[config.mk]
export PLATFORM = sky130hd
export DESIGN_NAME = fx_log_seq
export DESIGN_NICKNAME = d
export VERILOG_FILES = /design/src/rtl/fx_log_seq.sv
export SDC_FILE = /design/constraint.sdc
export NUM_CORES = 1
export LEC_CHECK = 0
export BUFFER_PORTS_ARGS = -buffer_cell sky130_fd_sc_hd__buf_2
export CORE_MARGIN = 3
export CORE_UTILIZATION = 50
export CTS_BUF_LIST = sky130_fd_sc_hd__clkbuf_2
export CTS_CLUSTER_SIZE = 10
export DETAILED_ROUTE_END_ITERATION = 16
export HOLD_SLACK_MARGIN = 0.06
export PLACE_DENSITY_LB_ADDON = 0.05
export SETUP_SLACK_MARGIN = 0.3
export SLEW_MARGIN = 25
export SYNTH_ARGS = -nofsm -noshare
export SYNTH_HDL_FRONTEND = slang
export SYNTH_SLANG_ARGS = --single-unit
[constraint.sdc]
create_clock -name clk -period 6.8 [get_ports clk]
set_input_delay 0.34 -clock clk [delete_from_list [all_inputs] [get_ports clk]]
set_output_delay 0.34 -clock clk [all_outputs]
set_load 0.03 [all_outputs]
[src/rtl/fx_log_seq.sv]
// Sequential natural-log unit: unsigned Q15.16 in, signed Q15.16 out, fixed 13-cycle latency.
// Optional macro FX_LOG_DOMAIN_CHECK_EN rejects zero/negative arguments with out_err.
module fx_log_seq (
    input  logic        clk,
    input  logic        rst_n,
    input  logic        in_valid,
    output logic        in_ready,
    input  logic [31:0] in_data,
    output logic        out_valid,
    input  logic        out_ready,
    output logic [31:0] out_data,
    output logic        out_err
);

    typedef enum logic [2:0] {IDLE, NORM, REFINE, FINAL, DONE} state_t;

    state_t             state, state_next;
    logic        [31:0] x, x_next;
    logic signed [31:0] y, y_next;
    logic        [2:0]  k, k_next;
    logic        [31:0] result, result_next;
    logic               err_flag, err_next;
    logic               valid_flag, valid_next;
    logic        [31:0] t;
    logic        [31:0] gap;
    logic               bad;

    function automatic logic [31:0] norm_thresh(input logic [2:0] idx);
        case (idx)
            3'd0:    return 32'h0000_8000;
            3'd1:    return 32'h0080_0000;
            3'd2:    return 32'h0800_0000;
            3'd3:    return 32'h2000_0000;
            default: return 32'h4000_0000;
        endcase
    endfunction

    function automatic logic [4:0] norm_shift(input logic [2:0] idx);
        case (idx)
            3'd0:    return 5'd16;
            3'd1:    return 5'd8;
            3'd2:    return 5'd4;
            3'd3:    return 5'd2;
            default: return 5'd1;
        endcase
    endfunction

    // ln(2^shift) in Q15.16 for each normalisation step
    function automatic logic signed [31:0] norm_const(input logic [2:0] idx);
        case (idx)
            3'd0:    return 32'sh000B_1721;
            3'd1:    return 32'sh0005_8B91;
            3'd2:    return 32'sh0002_C5C8;
            3'd3:    return 32'sh0001_62E4;
            default: return 32'sh0000_B172;
        endcase
    endfunction

    // ln(1 + 2^-idx) in Q15.16
    function automatic logic signed [31:0] refine_const(input logic [2:0] idx);
        case (idx)
            3'd1:    return 32'sh0000_67CD;
            3'd2:    return 32'sh0000_3920;
            3'd3:    return 32'sh0000_1E27;
            3'd4:    return 32'sh0000_0F85;
            3'd5:    return 32'sh0000_07E1;
            3'd6:    return 32'sh0000_03F8;
            3'd7:    return 32'sh0000_01FE;
            default: return 32'sh0000_0000;
        endcase
    endfunction

`ifdef FX_LOG_DOMAIN_CHECK_EN
    assign bad = (in_data == 32'd0) || in_data[31];
`else
    assign bad = 1'b0;
`endif

    assign t   = x + (x >> k);
    // x is normalised towards 2^31, so the residual ln(x/2^31) is about (x - 2^31)/2^31
    assign gap = 32'h8000_0000 - x;

    assign in_ready  = (state == IDLE);
    assign out_valid = valid_flag;
    assign out_data  = result;
    assign out_err   = err_flag;

    always_comb begin
        state_next  = state;
        x_next      = x;
        y_next      = y;
        k_next      = k;
        result_next = result;
        err_next    = err_flag;
        valid_next  = valid_flag;
        case (state)
            IDLE: begin
                if (in_valid) begin
                    if (bad) begin
                        state_next  = DONE;
                        result_next = 32'h8000_0000;
                        err_next    = 1'b1;
                        valid_next  = 1'b1;
                    end else begin
                        state_next = NORM;
                        x_next     = in_data & 32'h7FFF_FFFF;
                        y_next     = 32'sh000A_65AF;
                        k_next     = 3'd0;
                    end
                end
            end
            NORM: begin
                if (x < norm_thresh(k)) begin
                    x_next = x << norm_shift(k);
                    y_next = y - norm_const(k);
                end
                if (k == 3'd4) begin
                    state_next = REFINE;
                    k_next     = 3'd1;
                end else begin
                    k_next = k + 3'd1;
                end
            end
            REFINE: begin
                if (!t[31]) begin
                    x_next = t;
                    y_next = y - refine_const(k);
                end
                if (k == 3'd7) begin
                    state_next = FINAL;
                    k_next     = 3'd0;
                end else begin
                    k_next = k + 3'd1;
                end
            end
            FINAL: begin
                y_next      = y - $signed(gap >> 15);
                result_next = y_next;
                err_next    = 1'b0;
                valid_next  = 1'b1;
                state_next  = DONE;
            end
            DONE: begin
                if (out_ready) begin
                    valid_next = 1'b0;
                    state_next = IDLE;
                end
            end
            default: state_next = IDLE;
        endcase
    end

    always_ff @(posedge clk) begin
        if (!rst_n) begin
            state      <= IDLE;
            x          <= 32'd0;
            y          <= 32'sd0;
            k          <= 3'd0;
            result     <= 32'd0;
            err_flag   <= 1'b0;
            valid_flag <= 1'b0;
        end else begin
            state      <= state_next;
            x          <= x_next;
            y          <= y_next;
            k          <= k_next;
            result     <= result_next;
            err_flag   <= err_next;
            valid_flag <= valid_next;
        end
    end

endmodule

# After elaboration in Yosys (flattened, before gate mapping)

Index checks and enable logic that the tools add are counted.

Add/subtract/negate cells: 6
Eq/ne operators: 17
$lt $le $gt $ge: 1
Mux-type cells: 30
Reductions and logical operators: 10
Shift-type cells: 2

Operators by type and width:

| kind                                          | count |
|---|---|
| 2-to-1 mux 32 bit                             | 11 |
| one-hot mux 32 bit (4 select lines)           | 1 |
| one-hot mux 31 bit (4 select lines)           | 1 |
| one-hot mux 15 bit (7 select lines)           | 1 |
| one-hot mux 32 bit (3 select lines)           | 1 |
| one-hot mux 20 bit (4 select lines)           | 1 |
| subtractor 32 bit                             | 2 |
| adder 32 bit                                  | 1 |
| < comparator 32 bit                           | 1 |
| left shift 32 x 5 -> 32 bit                   | 1 |
| right shift 32 x 3 -> 32 bit                  | 1 |
| subtractor 32 x 18 -> 32 bit                  | 1 |
| subtractor 32 bit, first input constant       | 1 |
| 2-to-1 mux 3 bit                              | 7 |
| one-hot mux 5 bit (4 select lines)            | 1 |
| == test 3 bit, second input constant          | 5 |
| one-hot mux 3 bit (5 select lines)            | 1 |
| == test 3 x 2 -> 1 bit, second input constant | 4 |
| != test 2 bit, second input constant          | 6 |
| AND reduction 4 bit                           | 3 |
| 2-to-1 mux 5 bit                              | 2 |
| one-hot mux 3 bit (3 select lines)            | 1 |
| == test 3 x 1 -> 1 bit, second input constant | 2 |
| logical NOT 3 bit                             | 2 |
| 7 further kinds                               | 8 |

Register bits: 103
Input port bits: 36
Word-level logic and storage cells: 72
Output and inout port bits: 35

# Depth between registers and ports, before layout

Gate-level depths: netlist (run 1).

Depth in word-level cells: 9
Depth in mapped cells: 21
Mapped depth without buffers: 17

# Worst setup path after synthesis (run 1)

No wires, ideal clock.

Kind: reg2reg
Start point: register k[0]
End point: register y[30]
Data arrival time: 5.383 ns
Stages on the path, launching flop included: 22
Path slack: 1.326 ns
Setup time: 0.091 ns
Path buffers: 6
Required time: 6.709 ns
Period minus slack after synthesis: 5.474 ns
Path through: dfxtp_1 > clkbuf_1 > clkinv_1 > buf_1 > clkbuf_1 > ha_1 > nor2b_1 > clkbuf_1 > buf_1 > clkbuf_1 > nor2_1 > a21oi_1 > o22ai_1 > ha_1 > or3_1 > a31oi_1 > or3_1 > o221ai_1 > a21oi_1 > a22o_1 > a41oi_1 > a311oi_1

Longest elaborated chain between the ends: 7
Elaborated cells between the ends (all ways): 27
Those cells by class: 3 x add/sub; 1 x order compare; 9 x eq/ne; 1 x shift; 11 x mux; 2 x reduce/logical

RTL lines:

| item                                                                                       | line     | source |
|---|---|---|
| start: declaration                                                                         | 20       | `logic [2:0] k, k_next;` |
| start signal: assignment                                                                   | 166      | `k <= k_next;` |
| == test 3 bit (tied with other cells)                                                      | 61       | `case (idx)` |
| one-hot mux 15 bit (7 select lines) or one-hot mux 20 bit (4 select lines) (tied branches) | 61, 50   |  |
| 2-to-1 mux 32 bit (on tied branches)                                                       | 125, 113 |  |
| 2-to-1 mux 32 bit                                                                          | 96       | `case (state)` |
| subtractor 32 bit (on tied branches)                                                       | 127, 115 |  |
| 2-to-1 mux 32 bit (on tied branches)                                                       | 125, 113 |  |
| one-hot mux 32 bit (4 select lines)                                                        | 96       |  |
| end signal: assignment                                                                     | 165      | `y <= y_next;` |
| end: declaration                                                                           | 19       | `logic signed [31:0] y, y_next;` |

Several ways; a longest one is shown, not always the timed one. The select of a mux whose other input is x is not followed.
A chain may end at the register's enable or synchronous reset.

# Worst setup path after layout (run 1)

Start point: register x[12]
End point: register y[30]

Longest elaborated chain between the ends: 4
Elaborated cells between the ends (all ways): 9
Those cells by class: 3 x add/sub; 1 x order compare; 2 x eq/ne; 1 x shift; 1 x mux; 1 x reduce/logical

RTL lines:

| item                                                      | line | source |
|---|---|---|
| start: declaration                                        | 18   | `logic [31:0] x, x_next;` |
| start signal: assignment                                  | 164  | `x <= x_next;` |
| branches (longest 4 deep; another with subtractor 32 bit) | n/a  |  |

Parallel ways; which one is timed is not known.

==> out/results.ini, run 1 <==
[cells_and_area]
mostFrequentLayoutCells=nand2_1, a21oi_1, nor2_1
nNetsFinal=1771
drive_above_1_share=0.1218
layout_commonest_cell=nand2_1
syn2layout_area_growth_pct=6.373

[floorplanning]
rows=56
die_y_um=161.0
start_util=0.5104
coreArea_um2=23540
io_pins=71
die_w_um=161.0
design.die.area_um2=25930

[synth]
ys.flop_type=dfxtp_1
synth_fp_nets=1777
async_flop_share=0
synth_edf_count=0
netlist_area_um2=12020
synth_seq_cells=103
synth_cell_types=84
yosysSeqAreaShare=0.1716
yosys_warnings=0
syn_inst=1659
avgSynthCellArea_um2=7.243

[global_routing]
grtUsageTotal=0.3260
grt_pass1_wl_um=68570
grt_overflow_total=0
antenna_found_initial=1
grt_max_degree=55
grt_pass1_vias=12380

[sta]
rsz0062_at_grt=false
maxSlewViolCount=0
hold_ws_ns=0.1125
min_period_over_period=0.8181
max_freq_mhz=179.8
fin_skew_ns=0.05509
tightest_slew_ns=1.006
final-setup-viol-count=0
finalHoldViolCount=0
finalSetupTns_ns=0
slew_headroom=0.3208
period_needed_ns=5.563

[clock_tree]
cts_tree=yes
htreeDepth=3
cts_resized=0
clockBufferDepth=2
cts.sinks=103
cts-root-buf=clkbuf_2
cts_inserted_buffers=9
clk_latency_ns=0.70
clkTransAtPathRegs_ns=0.37

[critical_path]
worstSetupEndpointType=register
crit_type=register to register
r2r-end=y[30]$_SDFFE_PN0P_
cp_max_fo=9
r2r_start=x[12]$_SDFFE_PN0P_
cp-start-kind=register
arrival_ns=6.21
r2r_slack_ns=1.24
reg2regPathDepth=15
critPathRequiredTime_ns=7.45

[place]
hpwlAfterDp_um=31540
place_congestion=0.9606
portBuffers=68

[outcome]
status=completed

[drt]
wl_um=43480
wl_per_cell_um=21.98
num_vias=13130
drt_iter0_markers=1198
drcViolationCount=0
drt_first_pass_iters=6
ant_nets=0
viasPerCell=6.640

[pwr]
max-vdd-ir-drop_uv=199.1
finalPower_mw=6.706
leakagePower_nw=5.106
p_per_area_nw_per_um2=524.7

[min_path]
holdPathEnd=x[23]$_SDFFE_PN0P_
min_from=in_data[23]
hp-class=primary input to register
whs_path_depth=3

[run]
maxCapViolCount=0

[state kept, by name, summed over array words and instances (netlist names)]
signal     cells
state          3
y             32
k              3
x             32
out_data      32
out_valid      1
[how the worst max path moves through the flow]
stage                       start            endpoint  slack [ns]  cells past startpoint
3_5_place_dp    k[1]$_SDFFE_PN0P_  y[30]$_SDFFE_PN0P_        1.39                     18
5_1_grt         k[1]$_SDFFE_PN0P_  y[30]$_SDFFE_PN0P_        0.84                     18
3_3_place_gp   x[12]$_SDFFE_PN0P_  y[27]$_SDFFE_PN0P_        1.40                     17
2_1_floorplan   k[0]$_SDFFE_PN0P_  y[30]$_SDFFE_PN0P_        1.33                     21
6_report       x[12]$_SDFFE_PN0P_  y[30]$_SDFFE_PN0P_        1.24                     15
4_1_cts         k[1]$_SDFFE_PN0P_  y[30]$_SDFFE_PN0P_        1.33                     18
[synth_stat cells, drive strengths merged (26+ instances only)]
master | number | area, um2
dfxtp | 103 | 2062
clkbuf | 103 | 387.9
ha | 79 | 988.5
nor2 | 142 | 540.5
nand2 | 179 | 671.9
xnor2 | 47 | 411.6
inv | 52 | 195.2
nand4 | 30 | 187.7
nand3 | 36 | 180.2
nor3 | 46 | 230.2
buf | 35 | 182.7
xor2 | 26 | 227.7
a21oi | 163 | 815.8
o21ai | 98 | 490.5
a211oi | 61 | 462.9
mux2i | 30 | 300.3
a31oi | 28 | 175.2
[final cells by class]
type | count | area, um2
fillers | 2459 | 10760
multi-input cells | 1365 | 9213
flip-flops and latches | 103 | 2064
repair buffers | 121 | 793.3
well taps | 319 | 399.1
inverters | 53 | 198.9
clock inverters | 7 | 66.31
clock buffers | 9 | 45.04
diodes | 1 | 2.502
[critical path, stage by stage, from the launching register on]
cell and delay, ns:
dfxtp_1 0.50, nor4_1 0.34, nand4_1 0.42, nor2_1 0.37, nand3_1 0.20, nor3_1 0.21
xor2_1 0.38, ha_1 0.35, o21ai_0 0.35, a211oi_1 0.14, a211oi_1 0.45, o221ai_1 0.32
a21boi_0 0.72, a22o_1 0.38, a41oi_1 0.14, a311oi_1 0.27
[what timing repair did]
| action | in CTS | in global routing |
|---|---|---|
| hold endpoints to repair | 23 | 0 |
| hold buffers | 22 | 0 |
| buffers inserted | 0 | 0 |
| endpoints found under the setup margin | 0 | 0 |
[layer usage]
layer,vias to the layer above,GRT usage,wire (um)
met3,105,0.04129,3289
li1,6265,-,-
met4,0,0.1298,1569
met5,-,0,0
met2,611,0.5333,19880
met1,6152,0.4383,18730
[per-stage QoR]
stage / cell area [um2] / setup slack [ns] / instances / utilization
after CTS: 12780 / 1.332 / 1977 / 0.5428
final: 12780 / 1.237 / 1978 / 0.5429
after floorplan: 12020 / 1.326 / 1659 / -
after detailed placement: 12450 / 1.387 / 1939 / 0.5288
after global placement: 12450 / 1.396 / 1939 / 0.5287
after global routing: 12780 / 0.8402 / 1978 / 0.5429
[kinds of logic after synthesis]
kind of cell | Yosys count | synth area share
buf+inv | 191 | 0.06403
compound gates | 587 | 0.3310
mux | 67 | 0.07278
fa+ha+maj | 82 | 0.08726
xor+xnor | 73 | 0.05321
flops | 103 | 0.1716
other cells | 1 | 0.0003121
simple gates | 555 | 0.2198
[where the power goes]
part	switching (mW)	internal, mW	total, mW
logic	3.26	2.01	5.27
registers	0.334	0.776	1.11
clock network	0.266	0.0582	0.324
Power figures use the tool's default switching activity.
==> inputs of run 2 (changes only) <==
Clock period 6.8 ns to 4.8 ns, I/O delays scaled along.
==> run 2 against run 1 <==
  * Sequential share of layout area shrank 1.1 points
  * Hold slack lost 0.037 ns
  * Flip-flop and latch count is the same
  * Power grew 54%
  * Clock power grew 56%
  * Critical endpoint is now y[25]$_SDFFE_PN0P_
  * Core utilization grew 4.1 points
==> out/results.ini, run 2 (synthesis results as in run 1) <==
[outcome]
status=completed  ; unchanged

[floorplanning]
die_y_um=161.0  ; unchanged
io_pins=71  ; unchanged
die_w_um=161.0  ; unchanged
coreArea_um2=23540  ; unchanged
design.die.area_um2=25930  ; unchanged
rows=56  ; unchanged
start_util=0.5104  ; unchanged

[sta]
period_needed_ns=4.434  ; was 5.563 ns
finalSetupTns_ns=0  ; unchanged
max_freq_mhz=225.5  ; was 179.8 MHz
slew_headroom=0.3589  ; was 0.3208
final-setup-viol-count=0  ; unchanged
fin_skew_ns=0.07946  ; was 0.05509 ns
finalHoldViolCount=0  ; unchanged
rsz0062_at_grt=true  ; was false
hold_ws_ns=0.07515  ; was 0.1125 ns
tightest_slew_ns=0.9593  ; was 1.006 ns
min_period_over_period=0.9238  ; was 0.8181
maxSlewViolCount=0  ; unchanged

[critical_path]
cp_slowest_cell=or4b_2  ; was a21boi_0
path_cells=buf_12, ha_1, ha_2, nor2_1, inv_2, nor2_1, a21oi_1, ha_1, nor2b_1, o2111ai_1, a31o_2, or3_1, a21oi_1, or4b_2, or3_1, a311oi_1  ; was nor4_1, nand4_1, nor2_1, nand3_1, nor3_1, xor2_1, ha_1, o21ai_0, a211oi_1, a211oi_1, o221ai_1, a21boi_0, a22o_1, a41oi_1, a311oi_1
cp-start-kind=register  ; unchanged
cp_max_fo=36  ; was 9
r2r_slack_ns=0.37  ; was 1.24 ns
arrival_ns=5.05  ; was 6.21 ns
critPathRequiredTime_ns=5.41  ; was 7.45 ns
slowest_delay_ns=0.68  ; was 0.72 ns
worstSetupEndpointType=register  ; unchanged
crit_type=register to register  ; unchanged

[drt]
drcViolationCount=0  ; unchanged
num_vias=13650  ; was 13,130
drt_first_pass_iters=6  ; unchanged
viasPerCell=6.577  ; was 6.640
wl_per_cell_um=21.90  ; was 21.98 um
wl_um=45460  ; was 43,480 um
ant_nets=0  ; unchanged
drt_iter0_markers=1378  ; was 1,198

[pwr]
pwr-share-comb=0.817  ; was 0.786
switching_power_mw=5.724  ; was 3.861 mW
p_per_area_nw_per_um2=749.0  ; was 524.7 nW/um2
clkPwrFrac=0.049  ; was 0.048
p_seq_frac=0.134  ; was 0.165
leakagePower_nw=5.650  ; was 5.106 nW
max-vdd-ir-drop_uv=417.6  ; was 199.1 uV
p_int_mw=4.579  ; was 2.845 mW
power_switching_share=0.5556  ; was 0.5757

[global_routing]
grtUsageMet3=0.04258  ; was 0.04129
grt_max_degree=51  ; was 55
grt_pass1_vias=12650  ; was 12,380
grt_overflow_total=0  ; unchanged
grtUsageMet2=0.5657  ; was 0.5333
antenna_found_initial=1  ; unchanged
grtUsageTotal=0.3386  ; was 0.3260
grtUsageMet1=0.4482  ; was 0.4383
grt-busiest-layer=met2  ; unchanged
grt_pass1_wl_um=70550  ; was 68,570 um

[clock_tree]
clockBufferDepth=2  ; unchanged
cts-root-buf=clkbuf_2  ; unchanged
htreeDepth=3  ; unchanged
cts_tree=yes  ; unchanged
cts_inserted_buffers=9  ; unchanged
cts.sinks=103  ; unchanged
clkTransAtPathRegs_ns=0.35  ; was 0.37 ns
clk_latency_ns=0.70  ; about the same

[cells_and_area]
layout_commonest_cell=nand2_1  ; unchanged
syn2layout_area_growth_pct=14.47  ; was 6.373%
drive_above_1_share=0.1817  ; was 0.1218
instances_no_fill=2076  ; was 1,978
nNetsFinal=1869  ; was 1,771
mostFrequentLayoutCells=nand2_1, a21oi_1, nor2_1  ; unchanged
fin_util=0.5843  ; was 0.5429

[run]
maxCapViolCount=0  ; unchanged

[place]
placed_cells=2025  ; was 1,939
place_congestion=0.9956  ; was 0.9606
portBuffers=68  ; unchanged
hpwlAfterDp_um=33660  ; was 31,540 um

[min_path]
hp-class=primary input to register  ; unchanged

run 2: cell count changes in the layout (fill, tap and decap cells not counted), moves of 3 or more:
| cell | change |
|---|---|
| dlygate4sd3_1 | +5 |
| buf_4 | +87 |
| o21ai_0 | -6 |
| nor4_1 | -3 |
| buf_12 | +5 |
| a211oi_1 | -3 |
| o21ai_1 | +5 |
run 2: timing repair:
| action | CTS | global route |
|---|---|---|
| gates resized for setup | 7 | 30 |
| pin swaps | 0 | 3 |
| endpoints found under the hold margin | 28 | 0 |
| endpoints found under the setup margin | 11 | 58 |
| setup buffers | 0 | 7 |
| hold buffers | 27 | 0 |
run 2: through the flow:
step / setup WS (ns) / total power [mW] / cell area, um2
2_1_floorplan: 0.2924 / 7.072 / 12090
3_3_place_gp: 0.2062 / 9.364 / 13180
3_5_place_dp: 0.1901 / 9.437 / 13180
4_1_cts: 0.3298 / 10.01 / 13600
5_1_grt: 0.2537 / 11.07 / 13760
6_report: 0.3659 / 10.30 / 13760
run 2: worst max-delay path, delay by kind of cell, from the launching register on:
family / cells / cell delay, ns
and+or+nand+nor: 6 / 1.48
AOI/OAI and AO/OA: 5 / 1.14
DFF: 1 / 0.51
buffers and inverters: 2 / 0.40
adders and majority gates: 3 / 0.79
run 2: layout make-up:
cell class / instances / area [um2]
Multi-Input combinational cell: 1365 / 9349
Timing Repair Buffer: 219 / 1608
Fill cell: 2288 / 9787
Antenna cell: 1 / 2.502
Tap cell: 319 / 399.1
Inverter: 53 / 200.2
Clock inverter: 6 / 76.32
Clock buffer: 10 / 50.05
Sequential cell: 103 / 2071
run 2: path summary, 6_finish.rpt:
| kind | startpoint | depth (start not counted) | end |
|---|---|---|---|
| worst min-delay path | in_data[19] | 5 | x[19]$_SDFFE_PN0P_ |
| worst max register to register | k[1]$_SDFFE_PN0P_ | 16 | y[25]$_SDFFE_PN0P_ |
| worst min register to register | out_data[9]$_SDFFE_PN0P_ | 2 | out_data[9]$_SDFFE_PN0P_ |
| worst max-delay path | k[1]$_SDFFE_PN0P_ | 16 | y[25]$_SDFFE_PN0P_ |
run 2: power groups by stage:
stage | logic (mW) | registers (mW) | clock network, mW
after detailed placement | 8.06 | 1.38 | 0
after global placement | 7.99 | 1.37 | 0
final | 8.42 | 1.38 | 0.504
after floorplan | 5.71 | 1.37 | 0
after CTS | 8.14 | 1.36 | 0.510
after global routing | 9.13 | 1.41 | 0.532
run 2: routing by layer:
layer	up-vias	wire length (um)
met2	629	21220
met4	0	1715
met5	-	0
met1	6459	19070
met3	118	3451
li1	6447	-
==> inputs of run 3 (changes only) <==
Settings changed: CORE_ASPECT_RATIO from default to 1.1.
==> run 3 against run 2 <==
  * Combinational power down 2%
  * Critical path depth decreased by 3
  * Clock skew rose by 0.011 ns
  * Clock-buffer cell count fell by 1
  * Die area is essentially flat
  * Flip-flop and latch count did not move
  * Maximum frequency up 1.6%
  * Design area down 1.2%
  * Core utilization is 0.11 points higher
  * Critical path type unchanged
==> out/results.ini, run 3 (synthesis results as in run 1) <==
[outcome]
status=completed  ; unchanged

[cells_and_area]
nFillCells=2309  ; was 2,288
layout_commonest_cell=nand2_1  ; unchanged
mostFrequentLayoutCells=nand2_1, a21oi_1, nor2_1  ; unchanged
nNetsFinal=1859  ; was 1,869
drive_above_1_share=0.1804  ; was 0.1817
syn2layout_area_growth_pct=13.12  ; was 14.47%

[sta]
rsz0062_at_grt=false  ; was true
setup_ws_ns=0.4378  ; was 0.3659 ns
max_freq_mhz=229.2  ; was 225.5 MHz
finalSetupTns_ns=0  ; unchanged
period_needed_ns=4.362  ; was 4.434 ns
finalHoldViolCount=0  ; unchanged
fin_skew_ns=0.09025  ; was 0.07946 ns
slew_headroom=0.3322  ; was 0.3589
maxSlewViolCount=0  ; unchanged
min_period_over_period=0.9088  ; was 0.9238
tightest_slew_ns=0.9891  ; was 0.9593 ns
final-setup-viol-count=0  ; unchanged

[drt]
wl_per_cell_um=22.00  ; was 21.90 um
viasPerCell=6.597  ; was 6.577
drt_first_pass_iters=9  ; was 6
wl_um=45040  ; was 45,460 um
ant_nets=0  ; unchanged
drcViolationCount=0  ; unchanged
drt_iter0_markers=1357  ; was 1,378
num_vias=13510  ; was 13,650

[clock_tree]
clockBufferDepth=2  ; unchanged
cts_inserted_buffers=9  ; unchanged
clkTransAtPathRegs_ns=0.32  ; was 0.35 ns
htreeDepth=3  ; unchanged
cts-root-buf=clkbuf_2  ; unchanged
cts.sinks=103  ; unchanged
clk_latency_ns=0.72  ; was 0.70 ns
cts_tree=yes  ; unchanged

[place]
portBuffers=68  ; unchanged
hpwlAfterDp_um=33260  ; was 33,660 um
place_congestion=0.9675  ; was 0.9956
post-place-ws_ns=0.3210  ; was 0.1901 ns

[critical_path]
arrival_ns=4.97  ; was 5.05 ns
crit_type=register to register  ; unchanged
cp-start-kind=register  ; unchanged
cp_max_fo=46  ; was 36
critPathRequiredTime_ns=5.41  ; about the same
worstSetupEndpointType=register  ; unchanged

[floorplanning]
design.die.area_um2=25930  ; about the same
coreArea_um2=23220  ; was 23,540 um2
die_y_um=168.6  ; was 161.0 um
die_w_um=153.8  ; was 161.0 um
io_pins=71  ; unchanged
rows=58  ; was 56
start_util=0.5175  ; was 0.5104

[run]
maxCapViolCount=0  ; unchanged

[global_routing]
grt_max_degree=49  ; was 51
antenna_found_initial=2  ; was 1
grtUsageTotal=0.3337  ; was 0.3386
grt_pass1_wl_um=70090  ; was 70,550 um
grt_overflow_total=0  ; unchanged
grt_pass1_vias=12720  ; was 12,650

[pwr]
leakagePower_nw=5.582  ; was 5.650 nW
p_per_area_nw_per_um2=745.6  ; was 749.0 nW/um2
max-vdd-ir-drop_uv=327.3  ; was 417.6 uV
finalPower_mw=10.14  ; was 10.30 mW

[min_path]
hp-class=primary input to register  ; unchanged

==> run 3: power by group <==
group | switching [mW] | internal (mW) | leakage (nW)
registers | 0.289 | 1.10 | 0.848
logic | 5.02 | 3.27 | 4.67
clock network | 0.375 | 0.0819 | 0.0667
total | 5.68 | 4.45 | 5.58
==> run 3: worst paths after layout <==
check	end	start	slack (ns)	cells past startpoint
worst min-delay path	x[24]$_SDFFE_PN0P_	in_data[24]	0.12	3
worst max-delay path	x[18]$_SDFFE_PN0P_	k[1]$_SDFFE_PN0P_	0.44	13
worst min register to register	out_data[7]$_SDFFE_PN0P_	out_data[7]$_SDFFE_PN0P_	0.47	2
worst max register to register	x[18]$_SDFFE_PN0P_	k[1]$_SDFFE_PN0P_	0.44	13
==> run 3: critical path, stage by stage, from the launching register on <==
cell and delay (ns):
dfxtp_2 0.44, buf_12 0.20, ha_1 0.21, buf_4 0.20, nor2b_4 0.23, buf_4 0.44, nor2_1 0.14, buf_4 0.22
o311ai_0 0.63, mux2i_1 0.24, a2111oi_0 0.77, buf_4 0.24, a221oi_1 0.06, a211oi_1 0.26
==> run 3: layout make-up <==
| cell class | instances | area [um2] | share of cell area |
|---|---|---|---|
| multi-input cells | 1365 | 9349 | 0.6878 |
| flip-flops and latches | 103 | 2071 | 0.1523 |
| repair buffers | 209 | 1489 | 0.1095 |
| well taps | 300 | 375.4 | 0.02761 |
| inverters | 53 | 200.2 | 0.01473 |
| clock inverters | 7 | 61.31 | 0.004510 |
| clock buffers | 9 | 45.04 | 0.003314 |
| diodes | 1 | 2.502 | 0.0001841 |
==> run 3: layer usage <==
metal	GRT usage	vias up	routed length, um
met5	0	-	12
met4	0.1263	2	1647
met3	0.04321	102	3285
met2	0.5726	605	21360
met1	0.4282	6357	18740
li1	-	6439	-
==> run 3: timing repair <==
action / in CTS / in global routing
pin swaps: 0 / 3
gates resized for setup: 2 / 32
hold endpoints to repair: 30 / 0
endpoints found under the setup margin: 4 / 64
hold buffers: 26 / 0
setup buffers: 0 / 1
==> run 3: through the flow <==
step	cell area, um2	util	std cells	hold slack [ns]
after global routing	13590	0.5853	2047	0.1023
after CTS	13480	0.5803	2045	0.07331
after detailed placement	13090	0.5638	2003	0.4430
final	13590	0.5853	2047	0.1176
after floorplan	12090	-	1659	0.4222
after global placement	13090	0.5638	2003	0.4391
